**config.mk**
```make
export PLATFORM = sky130hd
export DESIGN_NAME = serial_subtractor
export DESIGN_NICKNAME = d
export VERILOG_FILES = /design/src/rtl/serial_sub_pkg.sv /design/src/rtl/serial_subtractor_full_sub.sv /design/src/rtl/serial_subtractor.sv
export SDC_FILE = /design/constraint.sdc
export NUM_CORES = 1
export LEC_CHECK = 0
export BUFFER_PORTS_ARGS = -buffer_cell sky130_fd_sc_hd__buf_4
export CAP_MARGIN = 40
export CORE_UTILIZATION = 31
export CTS_CLUSTER_SIZE = 12
export DETAILED_ROUTE_END_ITERATION = 16
export RECOVER_POWER = 25
export SLEW_MARGIN = 30
export SYNTH_ARGS = -nofsm -noshare
export SYNTH_HDL_FRONTEND = slang
export SYNTH_HIERARCHICAL = 1
export SYNTH_SLANG_ARGS = --single-unit
```
**constraint.sdc**
```tcl
create_clock -name clk -period 1.52 [get_ports clk]
set_clock_uncertainty 0.05 [all_clocks]
set_input_delay 0.076 -clock clk [delete_from_list [all_inputs] [get_ports clk]]
set_output_delay 0.076 -clock clk [all_outputs]
set_load 0.005 [all_outputs]
```
**src/rtl/serial_sub_pkg.sv**
```systemverilog
// Shared definitions for the bit-serial subtractor: FSM state encoding and
// the default operand width.
package serial_sub_pkg;

    localparam int DEFAULT_WIDTH = 8;

    typedef enum logic [1:0] {
        IDLE  = 2'd0,
        SHIFT = 2'd1,
        DONE  = 2'd2
    } state_t;

endpackage

```
**src/rtl/serial_subtractor_full_sub.sv**
```systemverilog
// One-bit subtractor cells. half_sub produces a - b for single bits;
// full_sub chains two of them and ORs their borrows (the two borrows can
// never both be 1, so the OR is the exact borrow-out).

module half_sub (
    input  logic A,
    input  logic B,
    output logic Diff,
    output logic Bout
);
    assign Diff = A ^ B;
    assign Bout = ~A & B;
endmodule

module full_sub (
    input  logic A,
    input  logic B,
    input  logic Bin,
    output logic Diff,
    output logic Bout
);
    logic d1;
    logic b1;
    logic b2;

    // First stage: A - B
    half_sub u_hs0 (
        .A    (A),
        .B    (B),
        .Diff (d1),
        .Bout (b1)
    );

    // Second stage: (A - B) - Bin
    half_sub u_hs1 (
        .A    (d1),
        .B    (Bin),
        .Diff (Diff),
        .Bout (b2)
    );

    assign Bout = b1 | b2;
endmodule

```
**src/rtl/serial_subtractor.sv**
```systemverilog
// Bit-serial unsigned subtractor: accepts an A/B pair, processes one bit per
// clock LSB-first through a single full_sub cell, and presents
// Diff = (A - B) mod 2^WIDTH and Bout = (A < B) with a valid/ready handshake.
// Diff/Bout are held in dedicated output registers so they stay stable while
// the next operation is in progress and only change on entry to DONE.

module serial_subtractor
    import serial_sub_pkg::*;
#(
    parameter int WIDTH = DEFAULT_WIDTH
) (
    input  logic             clk,
    input  logic             rst,
    input  logic             in_valid,
    output logic             in_ready,
    input  logic [WIDTH-1:0] A,
    input  logic [WIDTH-1:0] B,
    output logic             out_valid,
    input  logic             out_ready,
    output logic [WIDTH-1:0] Diff,
    output logic             Bout
);

    // Counter is wide enough to hold WIDTH, so it never wraps mid-operation.
    localparam int CW = $clog2(WIDTH + 1);
    localparam logic [CW-1:0] LAST_BIT = CW'(WIDTH - 1);

    state_t           state_reg;
    logic [WIDTH-1:0] a_reg;
    logic [WIDTH-1:0] b_reg;
    logic [WIDTH-1:0] diff_sr_reg;
    logic [WIDTH-1:0] diff_reg;
    logic             br_reg;
    logic             bout_reg;
    logic             out_valid_reg;
    logic             in_ready_reg;
    logic [CW-1:0]    cnt_reg;

    logic             bit_diff;
    logic             br_next;
    logic [WIDTH-1:0] diff_sr_next;

    full_sub u_full_sub (
        .A    (a_reg[0]),
        .B    (b_reg[0]),
        .Bin  (br_reg),
        .Diff (bit_diff),
        .Bout (br_next)
    );

    // New result bit enters from the MSB side so the LSB lands at bit 0 last.
    assign diff_sr_next = {bit_diff, diff_sr_reg[WIDTH-1:1]};

    // Control FSM and datapath registers, all with registered outputs.
    always_ff @(posedge clk or posedge rst) begin
        if (rst) begin
            state_reg     <= IDLE;
            a_reg         <= '0;
            b_reg         <= '0;
            diff_sr_reg   <= '0;
            diff_reg      <= '0;
            br_reg        <= 1'b0;
            bout_reg      <= 1'b0;
            out_valid_reg <= 1'b0;
            in_ready_reg  <= 1'b1;
            cnt_reg       <= '0;
        end else begin
            case (state_reg)
                IDLE: begin
                    if (in_valid) begin
                        a_reg        <= A;
                        b_reg        <= B;
                        br_reg       <= 1'b0;
                        cnt_reg      <= '0;
                        in_ready_reg <= 1'b0;
                        state_reg    <= SHIFT;
                    end
                end
                SHIFT: begin
                    a_reg       <= a_reg >> 1;
                    b_reg       <= b_reg >> 1;
                    br_reg      <= br_next;
                    diff_sr_reg <= diff_sr_next;
                    cnt_reg     <= cnt_reg + 1'b1;
                    if (cnt_reg == LAST_BIT) begin
                        diff_reg      <= diff_sr_next;
                        bout_reg      <= br_next;
                        out_valid_reg <= 1'b1;
                        state_reg     <= DONE;
                    end
                end
                DONE: begin
                    if (out_ready) begin
                        out_valid_reg <= 1'b0;
                        in_ready_reg  <= 1'b1;
                        state_reg     <= IDLE;
                    end
                end
                default: begin
                    out_valid_reg <= 1'b0;
                    in_ready_reg  <= 1'b1;
                    state_reg     <= IDLE;
                end
            endcase
        end
    end

    assign in_ready  = in_ready_reg;
    assign out_valid = out_valid_reg;
    assign Diff      = diff_reg;
    assign Bout      = bout_reg;

endmodule

```
== After elaboration in Yosys (flattened, before gate mapping) ==
Cells that the tools add are included.
Storage, ports and cells
  register bits: 42
  bits of input ports: 20
  output and inout bits: 11
  word-level logic and storage cells: 50
Cells by class
  add/sub/neg operators: 1
  eq/ne operators: 6
  multiplexer cells: 17
  bitwise gates (word level): 9
  reductions and logical operators: 7
Operators with widths (number)
  $pmux 8 s2: 2
  $mux 8: 2
  $reduce_and 3->1: 3
  $pmux 4 s2: 1
  $mux 2: 3
  $ne 2x2->1 const B: 3
  $pmux 1 s3: 2
  $pmux 2 s3: 1
  $add 4x1->4 const B: 1
  $eq 4x3->1 const B: 1
  $mux 1: 4
  $mux 4: 1
  $not 1->1: 4
  $reduce_and 2->1: 2
  $and 1x1->1: 2
  $eq 2x1->1 const B: 1
  $eq 2x2->1 const B: 1
  $logic_not 2->1: 1
  $pmux 1 s2: 1
  $reduce_bool 2->1: 1
  $xor 1x1->1: 2
  $or 1x1->1: 1

== Logic depth before layout (Yosys ltp) ==
  depth in word-level cells: 5
  depth in mapped cells: 8

== Hierarchy ==
The synthesis kept the hierarchy.
By module, submodules not included
  serial_subtractor: times used 1, cells each 174, area an instance 1831.8 um^2
  half_sub: times used 2, cells each 3, area an instance 20.0 um^2
  full_sub: times used 1, cells each 1, area an instance 6.3 um^2

== Worst setup path before layout ==
OpenSTA, ideal clock, no wires.
  path type: reg2reg
  from: register a_reg[0]
  to: register bout_reg (netlist: Bout)
  setup time: 0.125 ns
  arrival: 1.364 ns
  required time: 1.345 ns
  slack: -0.018 ns
  cell stages (with the launch flop): 8
  period minus slack after synthesis: 1.538 ns
  cell sequence: dfrtp_1 inv_1 ha_1 inv_1 inv_1 ha_1 or2_1 mux2_2
On the way
  cells in the longest elaborated chain, start to end: 4
RTL lines
  start: declaration: RTL line serial_subtractor.sv:29  | logic [WIDTH-1:0] a_reg;
  start signal: assignment: RTL line serial_subtractor.sv:80  | a_reg <= a_reg >> 1;
  $xor 1x1->1: RTL line serial_subtractor_full_sub.sv:11  | assign Diff = A ^ B;
  via u_full_sub.d1: RTL line serial_subtractor_full_sub.sv:22  | logic d1;
  $not 1->1: RTL line serial_subtractor_full_sub.sv:12  | assign Bout = ~A & B;
  $and 1x1->1: RTL line serial_subtractor_full_sub.sv:12
  via u_full_sub.b2: RTL line serial_subtractor_full_sub.sv:24  | logic b2;
  $or 1x1->1: RTL line serial_subtractor_full_sub.sv:42  | assign Bout = b1 | b2;
  via br_next: RTL line serial_subtractor.sv:40  | logic br_next;
  end signal: assignment: RTL line serial_subtractor.sv:87  | bout_reg <= br_next;
  end: declaration: RTL line serial_subtractor.sv:34  | logic bout_reg;
The timed path passes the listed nets, and every way through them passes these cells.
A chain may end at the register's enable or synchronous reset.

== Final worst setup path ==
  from: register b_reg[0]
  to: register bout_reg (netlist: Bout)
On the way
  cells in the longest elaborated chain, start to end: 4
RTL lines
  start: declaration: RTL line serial_subtractor.sv:30  | logic [WIDTH-1:0] b_reg;
  start signal: assignment: RTL line serial_subtractor.sv:81  | b_reg <= b_reg >> 1;
  $xor 1x1->1: RTL line serial_subtractor_full_sub.sv:11
  via u_full_sub.d1: RTL line serial_subtractor_full_sub.sv:22
  $not 1->1: RTL line serial_subtractor_full_sub.sv:12
  $and 1x1->1: RTL line serial_subtractor_full_sub.sv:12
  via u_full_sub.b2: RTL line serial_subtractor_full_sub.sv:24
  $or 1x1->1: RTL line serial_subtractor_full_sub.sv:42
  via br_next: RTL line serial_subtractor.sv:40
The timed path passes the listed nets, and every way through them passes these cells.

==> impl_metrics.env <==
export IMPL_timing_final_hold_violations=0
export IMPL_drt_first_iter_violations=84
export IMPL_die_h_um=79.8
export IMPL_root_buffer="clkbuf_8"
export IMPL_crit_required_ps=1650
export IMPL_syn_inst=181
export IMPL_multiInputGateArea_um2=781
export IMPL_p_per_area_mw_per_mm2=1850
export IMPL_synth_avg_cell_area_um2=10.4
export IMPL_placementRows=27
export IMPL_rsz0062_at_grt="true"
export IMPL_p_leak_nw=1.13
export IMPL_hold_path_class="input port to register"
export IMPL_core_area_mm2=0.00568
export IMPL_insertion_delay_ps=290
export IMPL_cp_max_fo=2
export IMPL_antenna_found_initial=0
export IMPL_htreeDepth=2
export IMPL_io_buffers=30
export IMPL_switching_share=0.325
export IMPL_drtAntennaViolNets=0
export IMPL_synth_seq_cells=41
export IMPL_synth_ff_type="dfrtp_1"
export IMPL_track_usage=0.136
export IMPL_synth_area_leader_cell="dfrtp_1"
export IMPL_grt_max_degree=42
export IMPL_fmax_mhz=650
export IMPL_first_pass_iters=4
export IMPL_hold_end="b_reg[0]$_DFFE_PP0P_"
export IMPL_p_int_w=0.00300
export IMPL_synthToLayoutAreaGrowth_pct=27.8
export IMPL_finalCritPeriodShare=1.01
export IMPL_cp_start_kind="register"
export IMPL_cts_sinks=41
export IMPL_num_fill_cells=561
export IMPL_power_frac_seq=0.418
export IMPL_maxCapViolations=0
export IMPL_grt_first_pass_wirelength_um=6560
export IMPL_drive_above_1_share=0.300
export IMPL_setup_viol=1
export IMPL_boundaryPins=31
export IMPL_syn_area_mm2=0.00188
export IMPL_worst_pin_slew_ps=1010
export IMPL_p_sw_w=0.00145
export IMPL_die_area_mm2=0.00637
export IMPL_grt_overflow=0
export IMPL_start_util=0.331
export IMPL_stdcell_area_mm2=0.00240
export IMPL_placed_cells=286
export IMPL_fin_nets=245
export IMPL_syn_nets=204
export IMPL_synth_top_area_frac=0.533
export IMPL_numCtsBuffers=5
export IMPL_tns_ps=-18.7
export IMPL_synth_area_top_cells="dfrtp_1, mux2_2, nor2b_1"
export IMPL_ctsLongestPathBuffers=2
export IMPL_dp_hpwl_um=2470
export IMPL_reg2reg_from="b_reg[0]$_DFFE_PP0P_"
export IMPL_synth_edf_count=0
export IMPL_grt_pass1_vias=1434
export IMPL_cts_tree="built"
export IMPL_min_delay_start="B[0]"
export IMPL_regArea_mm2=0.00103
export IMPL_dp_slack_ps=-33.4
export IMPL_placed_area_mm2=0.00226
export IMPL_drc_errors=0
export IMPL_period_needed_ps=1540
export IMPL_r2r_cells=6
export IMPL_crit_type="register to register"
export IMPL_status="finished with violations"
export IMPL_violations="negative setup slack"
export IMPL_layout_setup_ws_ps=-18.7
export IMPL_yosysWarnings=6
export IMPL_synthTopCellsByCount="dfrtp_1, nand2_1, o21ai_0, a21oi_1, nor2b_1"
export IMPL_r2r_end="Bout$_DFFE_PP0P_"
export IMPL_maxSlewViolCount=0
export IMPL_instances_no_fill=295
export IMPL_via_per_inst=4.86
export IMPL_cts_setup_buffers=0
export IMPL_power_frac_comb=0.374
export IMPL_hold_depth=3
export IMPL_vdd_drop_max_uv=590
export IMPL_place_gp_congestion=0.692
export IMPL_rrSetupSlack_ps=-20
export IMPL_synth_most_common_cell="dfrtp_1"
export IMPL_p_clk_frac=0.208
export IMPL_wirelength_um=3750
export IMPL_ys_types=26
export IMPL_worstPathArrival_ps=1670
export IMPL_clk_pin_slew_ps=80
export IMPL_crit_path_end_kind="register"
export IMPL_vias=1435
export IMPL_yosysSeqAreaShare=0.547
export IMPL_wl_per_cell_um=12.7
export IMPL_fp_dieW_um=79.8
export IMPL_n_antenna_cell=0
export IMPL_slew_headroom=0.330
export IMPL_synthArstFlopShare=1.00
critical path: stages, from the launching register on:
cell and delay [ps]:
dfrtp_1 400, ha_1 280, inv_1 50, inv_1 30
ha_2 150, or2_1 210, mux2_4 250
power by group through the flow:
stage	logic (W)	registers (W)	clock network, W
floorplan	0.00106	0.00182	0
CTS	0.00169	0.00186	0.000944
finish	0.00166	0.00186	0.000922
global route	0.00192	0.00193	0.000989
detailed placement	0.00166	0.00188	0
global placement	0.00164	0.00187	0
layer usage:
layer,global-route usage,vias to the layer above,part of all wire
met2,0.224,21,0.49
li1,-,704,-
met5,0,-,0
met4,0.0643,0,0.017
met1,0.165,706,0.46
met3,0.0366,4,0.035
logic make-up after synthesis:
family | Yosys count | share of synthesized area
buffers and inverters | 16 | 0.0453
multiplexers | 10 | 0.0600
AO/OA/AOI/OAI | 57 | 0.185
AND/OR/NAND/NOR | 54 | 0.143
flip-flops | 41 | 0.547
adder cells (fa/ha/maj) | 3 | 0.0200
layout by cell type, fill, tap and decap left out, types with 2 or more instances in the layout:
cell      instances
mux2_2            8
a21oi_1          17
nand3_1           2
buf_12            2
inv_1             5
a22oi_1          14
ha_2              2
mux2_4            2
o21ai_0          18
nor2_1            5
nor2b_1          17
nand2_1          25
clkbuf_4          9
dfrtp_1          40
a22o_1            3
buf_4            32
clkbuf_8          6
what timing repair did:
item / in CTS / in global routing
pin swaps: 0 / 1
hold buffers: 1 / 0
hold endpoints to repair: 40 / 0
resized for setup: 2 / 3
endpoints found under the setup margin: 1 / 10
cloned: 0 / 0
worst max-delay path by stage:
stage / start / slack, ps / cells after the start / end
after floorplan: a_reg[0]$_DFFE_PP0P_ / 0.05 / 7 / Bout$_DFFE_PP0P_
after global placement: a_reg[0]$_DFFE_PP0P_ / -10 / 7 / Bout$_DFFE_PP0P_
after detailed placement: b_reg[0]$_DFFE_PP0P_ / -30 / 6 / Bout$_DFFE_PP0P_
after CTS: b_reg[0]$_DFFE_PP0P_ / -30 / 6 / Bout$_DFFE_PP0P_
after global routing: a_reg[0]$_DFFE_PP0P_ / -100 / 7 / Bout$_DFFE_PP0P_
final: b_reg[0]$_DFFE_PP0P_ / -20 / 6 / Bout$_DFFE_PP0P_
stage by stage:
step,total power [W],hold WS (ps),util
after floorplan,0.00288,212,-
after global placement,0.00351,197,0.398
after detailed placement,0.00354,197,0.398
after CTS,0.00449,13.1,0.422
after global routing,0.00484,28.1,0.423
final,0.00444,19.0,0.423
cell type report:
cell class | count | area share
clock inverter | 2 | 0.0156
inverter | 5 | 0.00782
timing repair buffer | 45 | 0.151
tap | 72 | 0.0375
multi-input combinational | 124 | 0.325
clock buffer | 6 | 0.0344
sequential | 41 | 0.428
Power figures use the tool's default switching activity.
